[src/rtl/uart_scheduler.sv]
// Round-robin scheduler that grants one of CHANNEL_AMOUNT UART channels access to a shared link.
// A synchronized host override (FORCE) can pin the enable to a chosen channel.
module uart_scheduler #(
    parameter int CHANNEL_AMOUNT = 8,
    parameter int TIMEOUT_CYCLES = 1024
) (
    input  logic                      clk,
    input  logic                      reset_n,
    input  logic [CHANNEL_AMOUNT-1:0] req,
    input  logic                      done,
    input  logic                      force_en,
    input  logic [15:0]               force_sel,
    output logic [CHANNEL_AMOUNT-1:0] uart_en,
    output logic [3:0]                grant_id,
    output logic                      busy,
    output logic                      timeout_err,
    output logic [1:0]                dbg_state
);

    typedef enum logic [1:0] {
        IDLE  = 2'd0,
        GRANT = 2'd1,
        GAP   = 2'd2,
        FORCE = 2'd3
    } state_e;

    localparam logic [15:0] LOW_MASK  = 16'((32'd1 << CHANNEL_AMOUNT) - 32'd1);
    localparam logic [15:0] CNT_LAST  = 16'(TIMEOUT_CYCLES - 1);
    localparam logic [3:0]  LAST_INIT = 4'(CHANNEL_AMOUNT - 1);

    state_e                    state_q, state_d;
    logic [CHANNEL_AMOUNT-1:0] uart_en_q, uart_en_d;
    logic [3:0]                grant_id_q, grant_id_d;
    logic                      busy_q, busy_d;
    logic                      tout_q, tout_d;
    logic [15:0]               cnt_q, cnt_d;
    logic [3:0]                last_id_q, last_id_d;
    logic                      fen_meta_q, fen_s_q;
    logic [15:0]               fsel_meta_q, fsel_s_q;

    logic                      rr_found;
    logic [3:0]                rr_id;
    logic                      fsel_valid;
    logic [CHANNEL_AMOUNT-1:0] force_vec;

    function automatic logic [3:0] enc(input logic [CHANNEL_AMOUNT-1:0] v);
        logic [3:0] r;
        r = 4'd0;
        for (int j = 0; j < CHANNEL_AMOUNT; j++) begin
            if (v[j]) r = 4'(j);
        end
        return r;
    endfunction

    // Round-robin: lowest requester above last_id wins; otherwise wrap to the lowest overall.
    always_comb begin
        logic       hi_found, lo_found;
        logic [3:0] hi_id, lo_id;
        hi_found = 1'b0;
        lo_found = 1'b0;
        hi_id    = 4'd0;
        lo_id    = 4'd0;
        for (int j = CHANNEL_AMOUNT - 1; j >= 0; j--) begin
            if (req[j]) begin
                if (4'(j) > last_id_q) begin
                    hi_found = 1'b1;
                    hi_id    = 4'(j);
                end else begin
                    lo_found = 1'b1;
                    lo_id    = 4'(j);
                end
            end
        end
        rr_found = hi_found | lo_found;
        rr_id    = hi_found ? hi_id : lo_id;
    end

    // Override word is honoured only when it selects exactly one existing channel.
    always_comb begin
        fsel_valid = (fsel_s_q != 16'd0) &&
                     ((fsel_s_q & (fsel_s_q - 16'd1)) == 16'd0) &&
                     ((fsel_s_q & ~LOW_MASK) == 16'd0);
        force_vec  = fsel_valid ? fsel_s_q[CHANNEL_AMOUNT-1:0] : '0;
    end

    always_comb begin
        state_d   = state_q;
        uart_en_d = uart_en_q;
        cnt_d     = cnt_q;
        last_id_d = last_id_q;
        tout_d    = 1'b0;
        case (state_q)
            IDLE: begin
                uart_en_d = '0;
                if (fen_s_q) begin
                    state_d   = FORCE;
                    uart_en_d = force_vec;
                end else if (rr_found) begin
                    state_d   = GRANT;
                    uart_en_d = {{(CHANNEL_AMOUNT-1){1'b0}}, 1'b1} << rr_id;
                    last_id_d = rr_id;
                    cnt_d     = 16'd0;
                end
            end
            GRANT: begin
                // uart_en_q is one-hot here, so the AND tests req of the granted channel.
                if (fen_s_q || done || ((req & uart_en_q) == '0)) begin
                    state_d   = GAP;
                    uart_en_d = '0;
                end else if (cnt_q == CNT_LAST) begin
                    state_d   = GAP;
                    uart_en_d = '0;
                    tout_d    = 1'b1;
                end else begin
                    cnt_d = cnt_q + 16'd1;
                end
            end
            GAP: begin
                state_d   = IDLE;
                uart_en_d = '0;
            end
            FORCE: begin
                if (!fen_s_q) begin
                    state_d   = GAP;
                    uart_en_d = '0;
                end else begin
                    uart_en_d = force_vec;
                end
            end
            default: begin
                state_d   = IDLE;
                uart_en_d = '0;
            end
        endcase
        busy_d     = (state_d == GRANT) || (state_d == FORCE);
        grant_id_d = enc(uart_en_d);
    end

    always_ff @(posedge clk or negedge reset_n) begin
        if (!reset_n) begin
            state_q     <= IDLE;
            uart_en_q   <= '0;
            grant_id_q  <= 4'd0;
            busy_q      <= 1'b0;
            tout_q      <= 1'b0;
            cnt_q       <= 16'd0;
            last_id_q   <= LAST_INIT;
            fen_meta_q  <= 1'b0;
            fen_s_q     <= 1'b0;
            fsel_meta_q <= 16'd0;
            fsel_s_q    <= 16'd0;
        end else begin
            state_q     <= state_d;
            uart_en_q   <= uart_en_d;
            grant_id_q  <= grant_id_d;
            busy_q      <= busy_d;
            tout_q      <= tout_d;
            cnt_q       <= cnt_d;
            last_id_q   <= last_id_d;
            fen_meta_q  <= force_en;
            fen_s_q     <= fen_meta_q;
            fsel_meta_q <= force_sel;
            fsel_s_q    <= fsel_meta_q;
        end
    end

    assign uart_en     = uart_en_q;
    assign grant_id    = grant_id_q;
    assign busy        = busy_q;
    assign timeout_err = tout_q;
    assign dbg_state   = state_q;

endmodule

[config.mk]
export PLATFORM = sky130hd
export DESIGN_NAME = uart_scheduler
export DESIGN_NICKNAME = d
export VERILOG_FILES = /design/src/rtl/uart_scheduler.sv
export SDC_FILE = /design/constraint.sdc
export NUM_CORES = 1
export LEC_CHECK = 0
export ABC_AREA = 1
export ABC_CLOCK_PERIOD_IN_PS = 2800
export CORE_MARGIN = 2
export CORE_UTILIZATION = 25
export DETAILED_ROUTE_END_ITERATION = 16
export PLACE_DENSITY_LB_ADDON = 0.12
export SKIP_LAST_GASP = 1
export SLEW_MARGIN = 20
export SYNTH_ARGS = -nofsm -noshare
export SYNTH_HDL_FRONTEND = slang
export SYNTH_SLANG_ARGS = --single-unit
[constraint.sdc]
create_clock -name clk -period 2.8 [get_ports clk]
set_input_delay 0.28 -clock clk [delete_from_list [all_inputs] [get_ports clk]]
set_output_delay 0.28 -clock clk [all_outputs]
set_load 0.02 [all_outputs]
==> results.json <==
{
  "outcome": "finished, final reports clean",
  "power_density_nw_per_um2": 835,
  "relSlewSlack_pct": 48.4,
  "tns_ns": 0,
  "period_share_pct": 81.2,
  "r2r_cells": 14,
  "synth-seq-cells": 68,
  "syn_area_per_cell_um2": 8.22,
  "drive_above_1_share_pct": 15.7,
  "num_io_pins": 44,
  "gp_congestion": 0.785,
  "multi_input_area_um2": 1510,
  "ctsHoldBuffers": 0,
  "synthFlopType": "dfrtp_1",
  "setup_viol": 0,
  "path_class": "flip-flop to flip-flop",
  "cts.path.max_buffers": 2,
  "diodes": 0,
  "synth_area_leaders": "dfrtp_1 (47%), nand2_1 (12%), inv_1 (5.9%)",
  "wirelength_um": 8290,
  "port_buffers": 42,
  "postCtsSetupBuffers": 0,
  "synth_top_area_cell": "dfrtp_1",
  "cts-resized-gates": 0,
  "drv_slew": 0,
  "synth-edff-count": 0,
  "wire_per_inst_um": 12.6,
  "vdd_drop_max_uv": 377,
  "grt_pass1_vias": 2734,
  "grt_pass1_wl_um": 14000,
  "htreeDepth": 3,
  "n_fill_cell": 1508,
  "min_period_ns": 2.27,
  "seqCellArea_um2": 1710,
  "die_h_um": 122,
  "synth.distinct_cells": 41,
  "dr.pass1.iters": 4,
  "clkTransAtPathRegs_ns": 0.06,
  "grt_use_total_pct": 12.4,
  "rr_startpoint": "dbg_state[0]",
  "synth_warnings": 0,
  "avgViaCountPerCell": 4.27,
  "syn_inst": 424,
  "fp.coreArea_um2": 13800,
  "crit_required_ns": 3.01,
  "clockRootBuffer": "clkbuf_16",
  "dieWidth_um": 122,
  "ant_nets": 0,
  "cp-end-kind": "flip-flop",
  "seq_area_frac_synth_pct": 48.9,
  "rr_endpoint": "grant_id[0]",
  "worstPathMaxFanout": 11,
  "core.rowCount": 43,
  "antenna_found_initial": 0,
  "yosysTopAreaCellShare_pct": 46.7,
  "numCtsBuffers": 9,
  "synthArstFlopShare_pct": 100,
  "hold_viol": 0,
  "setup_slack_ns": 0.527,
  "vias": 2813,
  "cp.arrival_ns": 2.49,
  "dp.cells": 644,
  "layout.nets": 504,
  "clock-sinks": 68,
  "hold_ws_ns": 0.0241,
  "fin_skew_ns": 0.00613,
  "place_ws_ns": 0.463,
  "p_leak_uw": 0.00208,
  "clock_latency_ns": 0.34,
  "grt_max_degree": 36,
  "startpoint_type": "flip-flop",
  "cts_tree": "built",
  "worstMarginPinSlew_ns": 0.774,
  "synthToLayoutAreaGrowth_pct": 26.6,
  "first_iter_violations": 156,
  "synth_most_common_cell": "nand2_1",
  "final_cells": 659,
  "max_freq_mhz": 440,
  "synth_nets": 453,
  "dieArea_um2": 14900,
  "drv_cap": 0,
  "hpwl_um": 6360,
  "initial_utilization_pct": 25.3,
  "overflow": 0,
  "grt_setup_unrepaired": "no",
  "synth_common_cells": "nand2_1 (113), dfrtp_1 (65), inv_1 (55)",
  "rrSetupSlack_ns": 0.53,
  "syn_area_um2": 3480,
  "report.power.total_uw": 3680,
  "remaining_drc_errors": 0,
  "hold_path_class": "input pin to async pin"
}
==> cell usage in the layout, fill, tap and decap left out, types with 3 or more instances in the layout <==
master | synthesis | layout
nor2_1 | 36 | 36
dfrtp_1 | 65 | 65
inv_1 | 55 | 55
dfstp_2 | 3 | 3
nand3_1 | 31 | 31
inv_2 | 8 | 8
clkbuf_16 | 0 | 9
nand2_2 | 8 | 8
nand3_2 | 5 | 5
nor2_2 | 11 | 11
nand4_1 | 6 | 6
nand2_1 | 113 | 113
o21ai_1 | 5 | 5
o21ai_2 | 4 | 4
nand2_4 | 3 | 3
xor2_1 | 3 | 3
nor3_1 | 13 | 13
clkinvlp_4 | 0 | 3
nor2_4 | 4 | 4
o21ai_0 | 11 | 11
clkdlybuf4s50_1 | 0 | 41
a21oi_1 | 9 | 9
o31ai_1 | 3 | 3
nor4_1 | 3 | 3
==> final cells by class <==
class | count | area share, %
clock buffer | 9 | 5.10
timing repair buffer | 44 | 9.76
multi-input combinational | 287 | 34.3
inverter | 65 | 5.59
tap | 180 | 5.10
sequential | 68 | 38.7
clock inverter | 6 | 1.50
==> layer usage <==
| metal | up-vias | global-route usage (%) | part of all wire (%) |
|---|---|---|---|
| li1 | 1448 | - | - |
| met3 | 7 | 3.37 | 4.5 |
| met2 | 60 | 19.0 | 47 |
| met1 | 1298 | 16.4 | 47 |
| met4 | 0 | 5.17 | 1.2 |
| met5 | - | 0 | 0 |
==> metrics by stage <==
stage | cell area (um^2) | utilization [%]
global placement | 4120 | 29.9
CTS | 4410 | 32.0
floorplan | 3480 | -
global route | 4410 | 32.0
detailed placement | 4120 | 29.9
finish | 4410 | 32.0
==> logic make-up (layout without fill, tap and decap cells) <==
group	count (synthesis)	in the layout	synth area share (%)
AND/OR/NAND/NOR	240	240	34.5
buffers and inverters	69	124	7.65
flip-flops	68	68	48.9
AO/OA/AOI/OAI	41	41	7.43
XOR/XNOR	4	4	1.01
adder cells (fa/ha/maj)	1	1	0.359
other	1	1	0.108
==> worst max-delay path: stages (launching register included) <==
cell and delay (ns):
dfrtp_1 0.43, nor2_2 0.22, inv_1 0.21, nor2_1 0.33, inv_1 0.09, nor2_2 0.30
nand2_1 0.09, nor2_1 0.12, nor2_2 0.05, nand2_1 0.05, nand2_1 0.05, nand2_1 0.05
nand2_1 0.05, nand2_1 0.05, nand2_1 0.05
==> registers in the layout (all words and copies together) (netlist names) <==
register     cells
busy             1
cnt_q           16
dbg_state        2
fen_meta_q       1
fen_s_q          1
fsel_meta_q     16
fsel_s_q        16
grant_id         3
last_id_q        3
timeout_err      1
uart_en          8
==> how the worst max path moves through the flow <==
stage,start,cells after the start,to
floorplan,dbg_state[0],14,grant_id[0]
finish,dbg_state[0],14,grant_id[0]
detailed placement,req[7],15,grant_id[0]
global route,dbg_state[0],14,grant_id[0]
CTS,dbg_state[1],14,grant_id[0]
global placement,req[5],15,grant_id[0]
==> power breakdown <==
| part | leakage (uW) | internal (uW) | switching (uW) |
|---|---|---|---|
| Clock | 0.000134 | 683 | 426 |
| Combinational | 0.00111 | 462 | 850 |
| Sequential | 0.000843 | 1130 | 128 |
| Total | 0.00208 | 2280 | 1400 |
Note: power is estimated with default switching activity, not from simulation.
